==> src/rtl/decode_inst_queue.sv <==
// decode_inst_queue: predecoding instruction buffer between fetch and issue.
// Branches are only presented together with their delay-slot instruction.
module decode_inst_queue #(
   parameter int DEPTH  = 16,
   parameter int PUSH_W = 2,
   parameter int POP_W  = 2,
   parameter int PC_W   = 32
) (
   input  logic                           clk,
   input  logic                           rst,
   input  logic                           flush,
   input  logic [PUSH_W-1:0]              in_valid,
   input  logic [32*PUSH_W-1:0]           in_instr,
   input  logic [PC_W*PUSH_W-1:0]         in_pc,
   output logic                           in_ready,
   output logic [POP_W-1:0]               out_valid,
   output logic [32*POP_W-1:0]            out_instr,
   output logic [PC_W*POP_W-1:0]          out_pc,
   output logic [POP_W-1:0]               out_is_branch,
   output logic [3*POP_W-1:0]             out_branch_type,
   output logic [POP_W-1:0]               out_undef,
   input  logic [$clog2(POP_W+1)-1:0]     pop_cnt,
   output logic [$clog2(DEPTH+1)-1:0]     count,
   output logic                           empty,
   output logic                           full
);
   localparam int AW = $clog2(DEPTH);
   localparam int CW = $clog2(DEPTH+1);
   localparam int NW = $clog2(PUSH_W+1);
   localparam int PW = $clog2(POP_W+1);

   logic [31:0]     r_instr [DEPTH];
   logic [PC_W-1:0] r_pc    [DEPTH];
   logic [2:0]      r_type  [DEPTH];
   logic            r_br    [DEPTH];
   logic            r_undef [DEPTH];
   logic [AW-1:0]   r_head, r_tail;
   logic [CW-1:0]   r_count;

   logic [2:0]      w_type  [PUSH_W];
   logic            w_undef [PUSH_W];
   logic [AW-1:0]   w_off   [PUSH_W];
   logic [NW-1:0]   w_npush;
   logic            w_push;
   logic [PW-1:0]   w_nvalid, w_pop;
   logic            w_ok;

   function automatic logic [2:0] f_type(input logic [31:0] ins);
      return ins[31:28] == 4'b0001                              ? 3'd1 :
             ins[31:26] == 6'b000001 && ins[19:17] == 3'b000    ? 3'd2 :
             ins[31:27] == 5'b00001                             ? 3'd3 :
             ins[31:26] == 6'b000000 && ins[5:1] == 5'b00100    ? 3'd4 : 3'd0;
   endfunction

   function automatic logic f_undef(input logic [31:0] ins);
      logic [5:0] op;
      op = ins[31:26];
      return !(op[5:4] == 2'b00 ||
               op inside {6'h10, 6'h20, 6'h21, 6'h23, 6'h24, 6'h25, 6'h28, 6'h29, 6'h2B});
   endfunction

   assign in_ready = r_count <= CW'(DEPTH - PUSH_W);
   assign count    = r_count;
   assign empty    = r_count == '0;
   assign full     = r_count == CW'(DEPTH);
   assign w_push   = in_ready && |in_valid && !flush;

   // Lane offsets are prefix counts so lanes pack densely at the tail.
   always_comb begin
      w_npush = '0;
      for (int i = 0; i < PUSH_W; i++) begin
         w_type[i]  = f_type(in_instr[32*i +: 32]);
         w_undef[i] = f_undef(in_instr[32*i +: 32]);
         w_off[i]   = AW'(w_npush);
         w_npush    = w_npush + NW'(in_valid[i]);
      end
   end

   // A branch is presentable only if its delay slot is buffered in the same group.
   always_comb begin
      w_ok     = 1'b1;
      w_nvalid = '0;
      for (int i = 0; i < POP_W; i++) begin
         out_instr[32*i +: 32]         = r_instr[r_head + AW'(i)];
         out_pc[PC_W*i +: PC_W]        = r_pc[r_head + AW'(i)];
         out_branch_type[3*i +: 3]     = r_type[r_head + AW'(i)];
         out_is_branch[i]              = r_br[r_head + AW'(i)];
         out_undef[i]                  = r_undef[r_head + AW'(i)];
         out_valid[i] = w_ok && CW'(i) < r_count &&
                        (!r_br[r_head + AW'(i)] || (i + 1 < POP_W && CW'(i + 1) < r_count));
         w_ok     = out_valid[i];
         w_nvalid = w_nvalid + PW'(out_valid[i]);
      end
      w_pop = pop_cnt > w_nvalid ? w_nvalid : pop_cnt;
   end

   always_ff @(posedge clk)
      if (rst || flush) begin
         r_head  <= '0;
         r_tail  <= '0;
         r_count <= '0;
      end else begin
         r_head  <= r_head + AW'(w_pop);
         r_tail  <= r_tail + (w_push ? AW'(w_npush) : '0);
         r_count <= r_count + (w_push ? CW'(w_npush) : '0) - CW'(w_pop);
      end

   always_ff @(posedge clk)
      for (int i = 0; i < PUSH_W; i++)
         if (w_push && in_valid[i]) begin
            r_instr[r_tail + w_off[i]] <= in_instr[32*i +: 32];
            r_pc[r_tail + w_off[i]]    <= in_pc[PC_W*i +: PC_W];
            r_type[r_tail + w_off[i]]  <= w_type[i];
            r_br[r_tail + w_off[i]]    <= w_type[i] != 3'd0;
            r_undef[r_tail + w_off[i]] <= w_undef[i];
         end
endmodule

==> config.mk <==
export PLATFORM = sky130hd
export DESIGN_NAME = decode_inst_queue
export DESIGN_NICKNAME = d
export VERILOG_FILES = /design/src/rtl/decode_inst_queue.sv
export SDC_FILE = /design/constraint.sdc
export NUM_CORES = 2
export LEC_CHECK = 0
export CORE_MARGIN = 2
export CORE_UTILIZATION = 40
export DETAILED_ROUTE_END_ITERATION = 7
export PLACE_DENSITY = 0.67
export SLEW_MARGIN = 5
export SYNTH_ARGS = -nofsm -noshare
export SYNTH_HDL_FRONTEND = slang
export SYNTH_SLANG_ARGS = --single-unit
==> constraint.sdc <==
create_clock -name clk -period 10.9 [get_ports clk]
set_clock_uncertainty 0.1 [all_clocks]
set_input_delay 2.18 -clock clk [delete_from_list [all_inputs] [get_ports clk]]
set_output_delay 2.18 -clock clk [all_outputs]
set_load 0.01 [all_outputs]
Word level (Yosys, flattened, before mapping)

Memories as Yosys holds them, arrays and structs flattened. A register that Yosys moved wholly into a read port is not among the register bits.
Cells that the tools add are included.

Register bits after elaboration: 13
Bits in writable memories: 1,104
Output and inout bits: 148
Word-level logic and storage cells: 99
Memories kept: 5

Add/sub/neg operators: 8
$lt $le $gt $ge: 4
Eq/ne operators: 27
Multiplexer cells: 20
Reduce and logical (&&, ||, !) cells: 32

Memories:

| memory  | depth | width | read ports | clocked after Yosys merged registers in | write ports | RTL line | RTL |
|---|---|---|---|---|---|---|---|
| r_instr | 16    | 32    | 2          | 1                                       | 2           | 32       | `logic [31:0] r_instr [DEPTH];` |
| r_pc    | 16    | 32    | 2          | 1                                       | 2           | 33       | `logic [PC_W-1:0] r_pc [DEPTH];` |
| r_type  | 16    | 3     | 2          | 1                                       | 2           | 34       | `logic [2:0] r_type [DEPTH];` |
| r_br    | 16    | 1     | 2          | 1                                       | 2           | 35       | `logic r_br [DEPTH];` |
| r_undef | 16    | 1     | 2          | 1                                       | 2           | 36       | `logic r_undef [DEPTH];` |

Operators by type and width:

| cell               | count |
|---|---|
| $eq 6x6->1 const B | 16 |
| $mux 3             | 8 |
| $mux 4             | 5 |
| $reduce_bool 9->1  | 2 |
| $eq 6x1->1 const B | 2 |
| $eq 6x5->1 const B | 2 |
| $logic_not 6->1    | 2 |
| $logic_and 1x1->1  | 11 |
| $eq 5x1->1 const B | 2 |
| $eq 5x3->1 const B | 2 |
| $lt 1x5->1 const A | 2 |
| $add 4x2->4        | 2 |
| $eq 4x1->1 const B | 2 |
| $logic_not 3->1    | 2 |
| $mux 2             | 3 |
| $reduce_bool 3->1  | 2 |
| $add 5x2->5        | 1 |
| $eq 5x5->1 const B | 1 |
| $le 5x4->1 const B | 1 |
| $logic_not 1->1    | 5 |
| $logic_not 5->1    | 1 |
| $sub 5x2->5        | 1 |
| $add 1x1->2        | 2 |
| $add 4x1->4        | 1 |
| other kinds (6)    | 13 |

Depth between registers and ports, before layout

Depth after elaboration: 10
Gate-level depth with buffers: 23
Gate-level depth less buffers: 19

Worst setup path before layout

No wires, ideal clock.

Path type: input to register
Start point: input in_valid[1]
End point: memory r_br[4] (enable)
Data arrival time: 7.904 ns
Required time: 10.208 ns
Path slack: 2.304 ns
Stages on the path: 7
Cell sequence: inv_1 ha_1 nor3_1 mux2_4 buf_6 nand4b_1 o21ai_0

RTL lines:

| what            | RTL line | RTL |
|---|---|---|
| start, declared | 12       | `input logic [PUSH_W-1:0] in_valid,` |
| end, declared   | 35       |  |

Final worst setup path

Start point: register r_head[0]
End point: output out_instr[59]

Longest elaborated chain between the ends: 2

RTL lines:

| what                   | RTL line | RTL |
|---|---|---|
| start, declared        | 37       | `logic [AW-1:0] r_head, r_tail;` |
| start signal, assigned | 103      | `r_head <= r_head + AW'(w_pop);` |
| $add 4x1->4            | 84       | `out_instr[32*i +: 32] = r_instr[r_head + AW'(i)];` |
| $mem_v2 16x32          | n/a      |  |
| end, declared          | 17       | `output logic [32*POP_W-1:0] out_instr,` |

No other way between the ends.

==> metrics.csv <==
stage,metric,value,unit
pwr,p_leak,23.2,nW
drt,wl_per_cell,34.1,um
layout,layout_commonest_cell,edfxtp_1,
worst_setup_path,timing.rr.start,r_head[0],
logic_synthesis,synthDominantAreaCellType,edfxtp_1,
clock_tree,ctsHoldBuffers,0,
logic_synthesis,synth_mux_area_frac,0.437,
floorplanning,chipWidth,412,um
hold_path,hold_end,r_tail[2],
layout,fin_nets,3752,
floorplanning,start_util,0.403,
hold_path,hold_class,flop to flop,
timing,drv_slew,0,
hold_path,hold_depth,2,
logic_synthesis,synth_warnings,0,
worst_setup_path,cp.arrival,5.62,ns
drt,dr.pass1.iters,6,
worst_setup_path,reg2reg_slack,4.29,ns
status,outcome,finished clean,
timing,slew_headroom,0.0857,
logic_synthesis,synth_xor_xnor_area_share,0.00118,
worst_setup_path,ff2ff_path_depth,20,
grt,grt_pass1_wl,288,mm
worst_setup_path,timing_worst_setup_path_type,flop to primary output,
clock_tree,clockBufferDepth,3,
drt,ant_nets,0,
timing,fin_crit,7.90,ns
logic_synthesis,synth_top_flop_cell,edfxtp_1,
logic_synthesis,ys_async_sr_fraction,0,
placed_design,gp_congestion,0.792,
clock_tree,clk_pin_slew,0.06,ns
drt,num_vias,37500,
hold_path,worstHoldStart,r_tail[2],
layout,stdcell_area,74500,um^2
clock_tree,cts_resized,0,
logic_synthesis,synthAdderAreaFrac,0.00515,
grt,antenna_found_initial,24,
timing,fin_tns_setup,0,ns
worst_setup_path,cp_cell_sequence,"buf_4, nand3_1, xor2_4, buf_4, buf_4, mux4_2, clkdlybuf4s50_1",
clock_tree,cts_root_buf,clkbuf_16,
clock_tree,clock_latency,0.75,ns
flow_run,drv_cap,0,
worst_setup_path,critical_path.startpoint_type,flop,
grt,track_usage,0.235,
layout,multi_input_area,30700,um^2
grt,grt_overflow_total,0,
clock_tree,clock-sinks,1117,
clock_tree,cts_max_level,3,
drt,drc_errors,0,
floorplanning,die_y,412,um
logic_synthesis,ys_top_cells_by_area,"edfxtp_1 (50%), mux4_2 (23%), mux2_2 (10%), mux2_4 (6.9%), buf_6 (2.0%)",
logic_synthesis,yosysSeqAreaShare,0.502,
drt,vias_per_cell,6.36,
logic_synthesis,synth_nets,3689,
logic_synthesis,synth.distinct_cells,52,
clock_tree,cts_buffers,119,
grt,grt_max_degree,113,
placed_design,hpwl,119,mm
logic_synthesis,netlist_instances,3529,
timing,worst_pin_slew,1.37,ns
drt,routed_wl,201,mm
pwr,pwr_density_cell,177,nW/um^2
timing,rsz0062_at_grt,no,
pwr,power.total,0.0132,W
logic_synthesis,synthDominantCellAreaShare,0.498,
clock_tree,post_cts_buffers,0,
timing,setup_viol,0,
floorplanning,die_area,170000,um^2
floorplanning,io_pins,283,
placed_design,port-buffer-count,282,
layout,layout_common_cells,"edfxtp_1 (1,104), mux4_2 (688), mux2_2 (613)",
worst_setup_path,crit_fanout,50,
floorplanning,num_rows,149,
layout,drive_gt1_frac,0.520,
worst_setup_path,crit_buf_inv,4,
pwr,ir_worst_vdd,0.000190,V
timing,hold_viol,0,
worst_setup_path,critPathTopFamily,buffers and inverters,
worst_setup_path,crit_required,8.62,ns
timing,max_clock_freq,0.127,GHz
layout,area_delta_synth_final,11.9,%
worst_setup_path,crit_top_cell,buf_4,
grt,first_global_vias,38600,
floorplanning,core,165000,um^2
logic_synthesis,synth_edf_count,1104,
logic_synthesis,synth_compound_area_frac,0.00581,
logic_synthesis,synth_simple_gate_area_share,0.00687,
layout,n_fill_cell,13900,
logic_synthesis,ys_ff_latch,1117,
worst_setup_path,cp_slowest_stage_delay,0.76,ns
worst_setup_path,endpoint_kind,primary output,
logic_synthesis,syn_area,66500,um^2
drt,drtIter0Drc,4088,
worst_setup_path,cp_slowest_cell,buf_4,
logic_synthesis,synth_top_family_by_area,multiplexers,
layout,seqCellArea,33400,um^2
timing,finalCritPeriodShare,0.725,
clock_tree,cts_tree,yes,
logic_synthesis,synth.avg_cell_area,18.8,um^2
worst_setup_path,r2r_end,count[4],
placed_design,detailed_place.area,70500,um^2
==> layout make-up <==
type,instances,area share
Antenna cell,11,0.000370
Clock buffer,137,0.0418
Clock inverter,90,0.0115
Inverter,17,0.000857
Multi-Input combinational cell,1962,0.412
Sequential cell,1117,0.449
Tap cell,2189,0.0368
Timing Repair Buffer,375,0.0480
==> through the flow <==
| stage | std cells | hold WS, ns | util | setup WS [ns] |
|---|---|---|---|---|
| floorplan | 3529 | 0.503 | - | 2.30 |
| global placement | 5660 | 0.544 | 0.427 | 3.76 |
| detailed placement | 5660 | 0.559 | 0.427 | 3.66 |
| CTS | 5887 | 0.570 | 0.451 | 2.87 |
| global route | 5898 | 0.620 | 0.451 | 2.79 |
| finish | 5898 | 0.592 | 0.451 | 3.00 |
==> Yosys cell counts, types with 3 or more instances <==
master / n
nor2_1: 14
o211a_1: 7
nor4_1: 5
mux2_2: 613
buf_1: 11
buf_6: 116
ha_1: 21
clkbuf_1: 181
nor2b_1: 4
a21oi_1: 8
inv_1: 17
o21bai_1: 14
dfxtp_1: 13
xor2_1: 3
xnor2_1: 6
nor4b_1: 4
mux2i_1: 103
nand2_1: 8
and3_1: 7
o21ai_1: 4
mux2_1: 91
nand3_1: 6
fa_1: 4
buf_2: 93
nor3_1: 5
buf_4: 32
and2_1: 6
mux2_4: 306
o21ai_0: 3
mux4_2: 688
edfxtp_1: 1104
==> worst max-delay path by stage <==
stage,start,to,slack [ns],depth (start not counted)
finish,r_head[0],out_instr[59],3.00,7
global route,r_head[0],out_instr[59],2.79,7
CTS,r_head[0],out_instr[59],2.87,7
detailed placement,in_valid[0],r_instr[12][22],3.66,8
global placement,in_valid[0],r_instr[12][22],3.76,8
floorplan,in_valid[1],r_br[4],2.30,7
==> cells by family (layout without fill, tap and decap cells) <==
group	count (synthesis)	after routing
mux	1801	1801
flops	1117	1117
buf+inv	450	619
simple gates	77	77
compound gates	50	50
fa+ha+maj	25	25
xor+xnor	9	9
other cells	0	11
==> per-layer routing <==
layer,track usage,vias up,part of all wire
met3,0.0397,321,0.074
met1,0.313,20500,0.40
met2,0.386,1719,0.49
met5,0,-,0.00046
met4,0.0875,12,0.034
li1,-,15000,-
==> power by group <==
group	internal, W	switching [W]
clock	0.00239	0.00178
sequential	0.00480	0.0000754
combinational	0.00218	0.00195
total	0.00937	0.00381
==> flip-flops by register name, summed over array words and instances, names as in the netlist <==
name,flops
count,5
r_br,16
r_head,4
r_instr,512
r_pc,512
r_tail,4
r_type,48
r_undef,16
==> worst register-to-register path: cells and delay by family, from the launching register on <==
family / cells / cell delay, ns
flops: 1 / 0.75
compound gates: 4 / 0.47
simple gates: 2 / 0.26
fa+ha+maj: 5 / 1.43
mux: 4 / 1.84
buf+inv: 4 / 1.50
xor+xnor: 1 / 0.13
(Power assumes the default switching activity.)
